===== src/rtl/mips_mem_pkg.sv =====
// Shared types for the MIPS instruction/data memory arbiter: FSM states,
// grant identities and the round-robin tie-break helper.
package mips_mem_pkg;

  typedef enum logic [1:0] {
    IDLE  = 2'd0,
    BUS_I = 2'd1,
    BUS_D = 2'd2,
    RESP  = 2'd3
  } state_e;

  typedef enum logic {
    GRANT_I = 1'b0,
    GRANT_D = 1'b1
  } grant_e;

  // On a tie the requester that did not win last time is chosen.
  function automatic grant_e pick_grant(input logic i_req, input logic d_req, input grant_e last);
    grant_e g;
    if (i_req && d_req) begin
      g = (last == GRANT_D) ? GRANT_I : GRANT_D;
    end else if (d_req) begin
      g = GRANT_D;
    end else begin
      g = GRANT_I;
    end
    return g;
  endfunction

endpackage


===== src/rtl/mips_mem_arbiter.sv =====
// Arbitrates a fetch port and a load/store port onto one Avalon-style bus,
// one transaction at a time, with registered bus strobes and responses.
module mips_mem_arbiter
  import mips_mem_pkg::*;
#(
  parameter logic [3:0] BYTEEN_INSTR = 4'b1111
) (
  input  logic        clk,
  input  logic        reset,
  input  logic        instr_req,
  input  logic [31:0] instr_address,
  output logic [31:0] instr_readdata,
  output logic        instr_valid,
  input  logic        data_read,
  input  logic        data_write,
  input  logic [31:0] data_address,
  input  logic [31:0] data_writedata,
  input  logic [3:0]  data_byteenable,
  output logic [31:0] data_readdata,
  output logic        data_valid,
  output logic [31:0] address,
  output logic        read,
  output logic        write,
  output logic [31:0] writedata,
  output logic [3:0]  byteenable,
  input  logic        waitrequest,
  input  logic [31:0] readdata
);

  state_e      state_q, state_d;
  grant_e      last_grant_q, last_grant_d;
  grant_e      grant_s;
  logic        d_req_s;
  logic [31:0] address_q, address_d;
  logic        read_q, read_d;
  logic        write_q, write_d;
  logic [31:0] writedata_q, writedata_d;
  logic [3:0]  byteenable_q, byteenable_d;
  logic [31:0] instr_readdata_q, instr_readdata_d;
  logic [31:0] data_readdata_q, data_readdata_d;
  logic        instr_valid_q, instr_valid_d;
  logic        data_valid_q, data_valid_d;

  // Next-state and next-output logic; everything defaults to hold.
  always_comb begin
    d_req_s          = data_read | data_write;
    grant_s          = pick_grant(instr_req, d_req_s, last_grant_q);
    state_d          = state_q;
    last_grant_d     = last_grant_q;
    address_d        = address_q;
    read_d           = read_q;
    write_d          = write_q;
    writedata_d      = writedata_q;
    byteenable_d     = byteenable_q;
    instr_readdata_d = instr_readdata_q;
    data_readdata_d  = data_readdata_q;
    instr_valid_d    = 1'b0;
    data_valid_d     = 1'b0;
    case (state_q)
      IDLE: begin
        if (instr_req || d_req_s) begin
          last_grant_d = grant_s;
          if (grant_s == GRANT_I) begin
            state_d      = BUS_I;
            address_d    = instr_address;
            byteenable_d = BYTEEN_INSTR;
            read_d       = 1'b1;
            write_d      = 1'b0;
          end else begin
            // A simultaneous read+write request is issued as a store.
            state_d      = BUS_D;
            address_d    = data_address;
            writedata_d  = data_writedata;
            byteenable_d = data_byteenable;
            write_d      = data_write;
            read_d       = data_read & ~data_write;
          end
        end else begin
          state_d = IDLE;
        end
      end
      BUS_I: begin
        if (!waitrequest) begin
          read_d           = 1'b0;
          write_d          = 1'b0;
          instr_readdata_d = readdata;
          instr_valid_d    = 1'b1;
          state_d          = RESP;
        end else begin
          state_d = BUS_I;
        end
      end
      BUS_D: begin
        if (!waitrequest) begin
          if (read_q) begin
            data_readdata_d = readdata;
          end else begin
            data_readdata_d = data_readdata_q;
          end
          read_d       = 1'b0;
          write_d      = 1'b0;
          data_valid_d = 1'b1;
          state_d      = RESP;
        end else begin
          state_d = BUS_D;
        end
      end
      RESP: begin
        state_d = IDLE;
      end
      default: begin
        state_d = IDLE;
        read_d  = 1'b0;
        write_d = 1'b0;
      end
    endcase
  end

  // State and registered outputs; reset abandons any transaction in flight.
  always_ff @(posedge clk) begin
    if (reset) begin
      state_q          <= IDLE;
      last_grant_q     <= GRANT_D;
      address_q        <= 32'h0000_0000;
      read_q           <= 1'b0;
      write_q          <= 1'b0;
      writedata_q      <= 32'h0000_0000;
      byteenable_q     <= 4'b0000;
      instr_readdata_q <= 32'h0000_0000;
      data_readdata_q  <= 32'h0000_0000;
      instr_valid_q    <= 1'b0;
      data_valid_q     <= 1'b0;
    end else begin
      state_q          <= state_d;
      last_grant_q     <= last_grant_d;
      address_q        <= address_d;
      read_q           <= read_d;
      write_q          <= write_d;
      writedata_q      <= writedata_d;
      byteenable_q     <= byteenable_d;
      instr_readdata_q <= instr_readdata_d;
      data_readdata_q  <= data_readdata_d;
      instr_valid_q    <= instr_valid_d;
      data_valid_q     <= data_valid_d;
    end
  end

  assign address        = address_q;
  assign read           = read_q;
  assign write          = write_q;
  assign writedata      = writedata_q;
  assign byteenable     = byteenable_q;
  assign instr_readdata = instr_readdata_q;
  assign data_readdata  = data_readdata_q;
  assign instr_valid    = instr_valid_q;
  assign data_valid     = data_valid_q;

endmodule


===== config.mk =====
export PLATFORM = sky130hd
export DESIGN_NAME = mips_mem_arbiter
export DESIGN_NICKNAME = d
export VERILOG_FILES = /design/src/rtl/mips_mem_pkg.sv /design/src/rtl/mips_mem_arbiter.sv
export SDC_FILE = /design/constraint.sdc
export NUM_CORES = 1
export LEC_CHECK = 0
export BUFFER_PORTS_ARGS = -buffer_cell sky130_fd_sc_hd__buf_2
export CORE_MARGIN = 5
export CORE_UTILIZATION = 35
export DETAILED_ROUTE_END_ITERATION = 6
export PLACE_DENSITY = 0.64
export REMOVE_ABC_BUFFERS = 1
export SETUP_SLACK_MARGIN = 0.1
export SLEW_MARGIN = 15
export SYNTH_ARGS = -nofsm -noshare
export SYNTH_HDL_FRONTEND = slang
export SYNTH_SLANG_ARGS = --single-unit

===== constraint.sdc =====
create_clock -name clk -period 1.6 [get_ports clk]
set_clock_uncertainty 0.05 [all_clocks]
set_input_delay 0.08 -clock clk [delete_from_list [all_inputs] [get_ports clk]]
set_output_delay 0.08 -clock clk [all_outputs]
set_load 0.01 [all_outputs]

After elaboration in Yosys (flattened, before gate mapping)
Cells that the tools add are included.
{"block": "word_totals", "reg_bits": 139, "output_inout_bits": 136, "word_cells": 52}
{"block": "op_classes", "eq_ne": 5, "mux": 18, "n_bitwise": 6, "reduce_logical": 12}
{"cell": "2-to-1 mux 32 bit", "n": 1}
{"cell": "2-to-1 mux 1 bit", "n": 10}
{"cell": "AND reduction 3 bit", "n": 3}
{"cell": "case mux 2 bit (4 select lines)", "n": 1}
{"cell": "2-to-1 mux 2 bit", "n": 3}
{"cell": "OR reduction 2 bit", "n": 3}
{"cell": "== test 2 bit, second input constant", "n": 2}
{"cell": "2-to-1 mux 4 bit", "n": 1}
{"cell": "!= test 2 bit, second input constant", "n": 2}
{"cell": "NOT 1 bit", "n": 4}
{"cell": "case mux 1 bit (2 select lines)", "n": 2}
{"cell": "AND reduction 2 bit", "n": 2}
{"cell": "== test 2 x 1 -> 1 bit, second input constant", "n": 1}
{"cell": "logical NOT 2 bit", "n": 1}
{"cell": "nonzero test 2 bit", "n": 1}
{"cell": "AND 1 bit", "n": 1}
{"cell": "logical AND 1 bit", "n": 1}
{"cell": "logical OR 1 bit", "n": 1}
{"cell": "OR 1 bit", "n": 1}

Logic depth before layout (Yosys ltp)
{"block": "depth", "word_depth": 6, "depth_mapped": 7, "mapped_depth_nobuf": 5}

Worst setup path after synthesis
Ideal clock, no wire load.
{"block": "synth_path", "path_kind": "reg2reg", "startpoint": "register state_q[0]", "endpoint": "register write_q, in the netlist write", "setup_time_ns": 0.070, "arrival_time_ns": 1.494, "setup_slack_ns": -0.014, "path_stages_with_launch": 7, "n_path_buf": 1, "synth_period_minus_slack_ns": 1.614, "path_cell_list": "dfxtp_1 inv_1 ha_1 buf_2 nor4b_1 or4_1 a21oi_1"}
{"block": "synth_between", "elab_chain_len": 4, "elab_cells_between_ends": 9, "cone_classes": "eq/ne: 4; mux: 1; reduce/logical: 4"}
{"element": "start, declared", "line_no": "mips_mem_arbiter.sv:30", "text": "state_e state_q, state_d;"}
{"element": "start signal, assigned", "line_no": "mips_mem_arbiter.sv:134", "text": "state_q <= state_d;"}
{"element": "== test 2 bit / == test 2 x 1 -> 1 bit (equally long branches)", "line_no": "mips_mem_arbiter.sv:59", "text": "case (state_q)"}
{"element": "OR reduction 2 bit (no line)"}
{"element": "!= test 2 bit (no line) / nonzero test 2 bit (equally long branches)"}
{"element": "AND reduction 3 bit (no line)"}
{"element": "end signal, assigned", "line_no": "mips_mem_arbiter.sv:138", "text": "write_q <= write_d;"}
{"element": "end, declared", "line_no": "mips_mem_arbiter.sv:36", "text": "logic write_q, write_d;"}
Parallel ways exist; a longest one is shown, timed or not.
A chain may end at the register's enable or synchronous reset.

Final worst setup path
{"block": "layout_path", "startpoint": "register state_q[1]", "endpoint": "register write_q, in the netlist write"}
The elaborated chain is that of the path after synthesis.

==> summary.txt <==
Sequential area share after synthesis: 0.532
Worst skew pair latency: 0.40 ns
CTS root buf: clkbuf_16
P&R area growth vs syn: 74.2%
H-Tree Depth: 4
Endpoint class of the critical path: register
RSZ-0062 raised after global routing: yes
Outcome: complete, no violations
IO Count: 274
Largest net degree at the start of global routing: 86
Final non-filler cell total: 1,251
Initial antenna violation count: 1
Mapped Area: 5230 µm²
Design Power: 13.8 mW
Drt wl/cell: 15.9 µm
Ys async rst share: 0
Max-cap violations: 0
Synth warn: 0
Worst-path maximum fanout: 4
Post-route ant nets: 0
DIE AREA: 17,500 µm²
Drt pass-1 iters: 4
Final WS setup: 0.122 ns
Bufs and invs on worst path: 1
Final hold vios: 0
Placed Cells: 1,076
Hpwl dp: 11,600 µm
DRC Markers: 0
Slowest-stage cell, CP: or4_1
Die extent in x: 132 µm
Prevailing post-synth register cell: dfxtp_1
WL final: 19,900 µm
Layout cell share with drive strength beyond 1: 0.335
Initial Utilization: 0.359
Hold WC Path Type: input pin to register
Routed via count: 6,255
Final core utilization: 0.625
Placer congestion estimate: 0.789
First-pass GRT wire length: 31,000 µm
PD cells: 1510 nW/µm²
CP Launch Type: register
Clock transition at path regs: 0.06 ns
Row count: 44
Total CTS buffers: 17
CTS tree: yes
CTS sink count: 139
Worst slew pin tran: 0.397 ns
Max transition margin: 0.735
Worst-path cell chain: inv_4 -> ha_4 -> nor4b_4 -> or4_1 -> a21oi_2
Max stage delay on crit path: 0.54 ns
GRT Util Overall: 0.213
Vias in the first global route: 6,139
Period utilisation layout: 0.924
Setup violators final: 0
Post-synth EDFFs: 0
DIE HEIGHT: 132 µm
Fillers: 1,174
Clock Tree Buf Depth: 2
Vias per inst: 5.00
Nets: 1,198
Post-Syn Area per Cell: 7.98 µm²
Netlist cell types: 31
Fin. max-slew vios: 0
Core box area: 14,600 µm²
Crit path arrival time: 1.77 ns
Highest clock rate: 677 MHz
Worst EP required: 1.89 ns
CP delay by family, top: simple AND/OR/NAND/NOR gates
Place WS: 0.0273 ns
Synth Register Bits: 139
Final Critical Period: 1.48 ns
Peak VDD IR: 886 µV
GRT overflow: 0
Fin Setup TNS: 0 ns
Gate count of the mapped netlist: 656
Pleak: 4.13 nW
# port buffers: 273
First DRT Iteration DRCs: 312
Critical path class: register to register
synthesized netlist by cell type (all sizes together) (2+ instances only):
cell type | n | area, µm²
o21ai | 66 | 330
nor2b | 2 | 12.5
nand2 | 194 | 728
nand2b | 2 | 12.5
buf | 22 | 110
a21oi | 97 | 485
dfxtp | 139 | 2780
nand3 | 33 | 165
a31oi | 32 | 200
clkbuf | 36 | 138
o221a | 4 | 45.0
ha | 6 | 75.1
inv | 4 | 15.0
nor2 | 4 | 15.0
logic make-up (layout without fill, tap and decap cells):
family          Yosys count  after routing  share of synthesized area
simple gates            241            241                      0.187
compound gates          208            208                      0.217
flops                   139            139                      0.532
buf+inv                  62            472                     0.0502
fa+ha+maj                 6              6                     0.0143
other cells               0              1                          0
final timing paths:
path              cells after the start  slack, ns                      startpoint                             end
setup / recovery                      5       0.12           state_q[1]$_SDFF_PP0_              write$_SDFFE_PP0P_
setup reg to reg                      5       0.12           state_q[1]$_SDFF_PP0_              write$_SDFFE_PP0P_
hold reg to reg                       2       0.40  data_readdata[30]$_SDFFE_PP0P_  data_readdata[30]$_SDFFE_PP0P_
hold / removal                        3       0.06                     waitrequest           data_valid$_SDFF_PP0_
sequential cells by signal, summed over array words and instances, names as in the netlist:
signal and cells:
data_valid 1, data_readdata 32, state_q 2, byteenable 4
instr_readdata 32, read 1, last_grant_q 1, address 32
write 1, instr_valid 1, writedata 32
metal layers:
layer,share of wire,GRT usage,up-vias
li1,-,-,3030
met1,0.41,0.262,2865
met2,0.48,0.343,314
met3,0.088,0.0691,46
met4,0.028,0.0899,0
met5,0,0,-
power by group:
part           switching [mW]  leakage [nW]  internal, mW  total [mW]
sequential              0.380          1.14          4.23        4.61
clock                    1.48         0.300          2.57        4.05
combinational            2.77          2.69          2.32        5.10
area by class of cell:
| class | count | area (µm²) | share of cell area |
|---|---|---|---|
| Inverter | 4 | 17.5 | 0.00192 |
| Clock buffer | 21 | 470 | 0.0516 |
| Clock inverter | 10 | 139 | 0.0152 |
| Sequential cell | 139 | 2790 | 0.305 |
| Multi-Input combinational cell | 455 | 2300 | 0.252 |
| Timing Repair Buffer | 437 | 3170 | 0.348 |
| Tap cell | 184 | 230 | 0.0253 |
| Antenna cell | 1 | 2.50 | 0.000274 |
metrics by stage:
step | instance area, µm² | hold WS (ns)
floorplan | 4990 | 0.0991
global placement | 6930 | 0.285
detailed placement | 6930 | 0.289
CTS | 8910 | 0.00472
global route | 9120 | 0.0687
finish | 9120 | 0.0553
repair_timing:
action | in CTS | in global routing
pin swaps | 0 | 5
gates resized for setup | 4 | 22
gates cloned | 1 | 4
endpoints found under the hold margin | 132 | 0
endpoints found under the setup margin | 43 | 116
hold buffers | 132 | 0
buffers inserted | 0 | 6
worst reg2reg max path, stage by stage (launching register included):
cell	delay, ns
dfxtp_2	0.35
inv_4	0.05
ha_4	0.18
nor4b_4	0.13
or4_1	0.54
a21oi_2	0.12
layout by cell type (no fill, tap or decap), types with 8 or more instances in the layout:
cell type and count:
buf_2 272, nand2_1 193, dfxtp_1 137, dlygate4sd3_1 132, a21oi_1 93, o21ai_0 58
nand3_1 33, a31oi_1 32, clkbuf_16 20, buf_4 13, buf_12 12, o21ai_1 8
(Power assumes the default switching activity.)
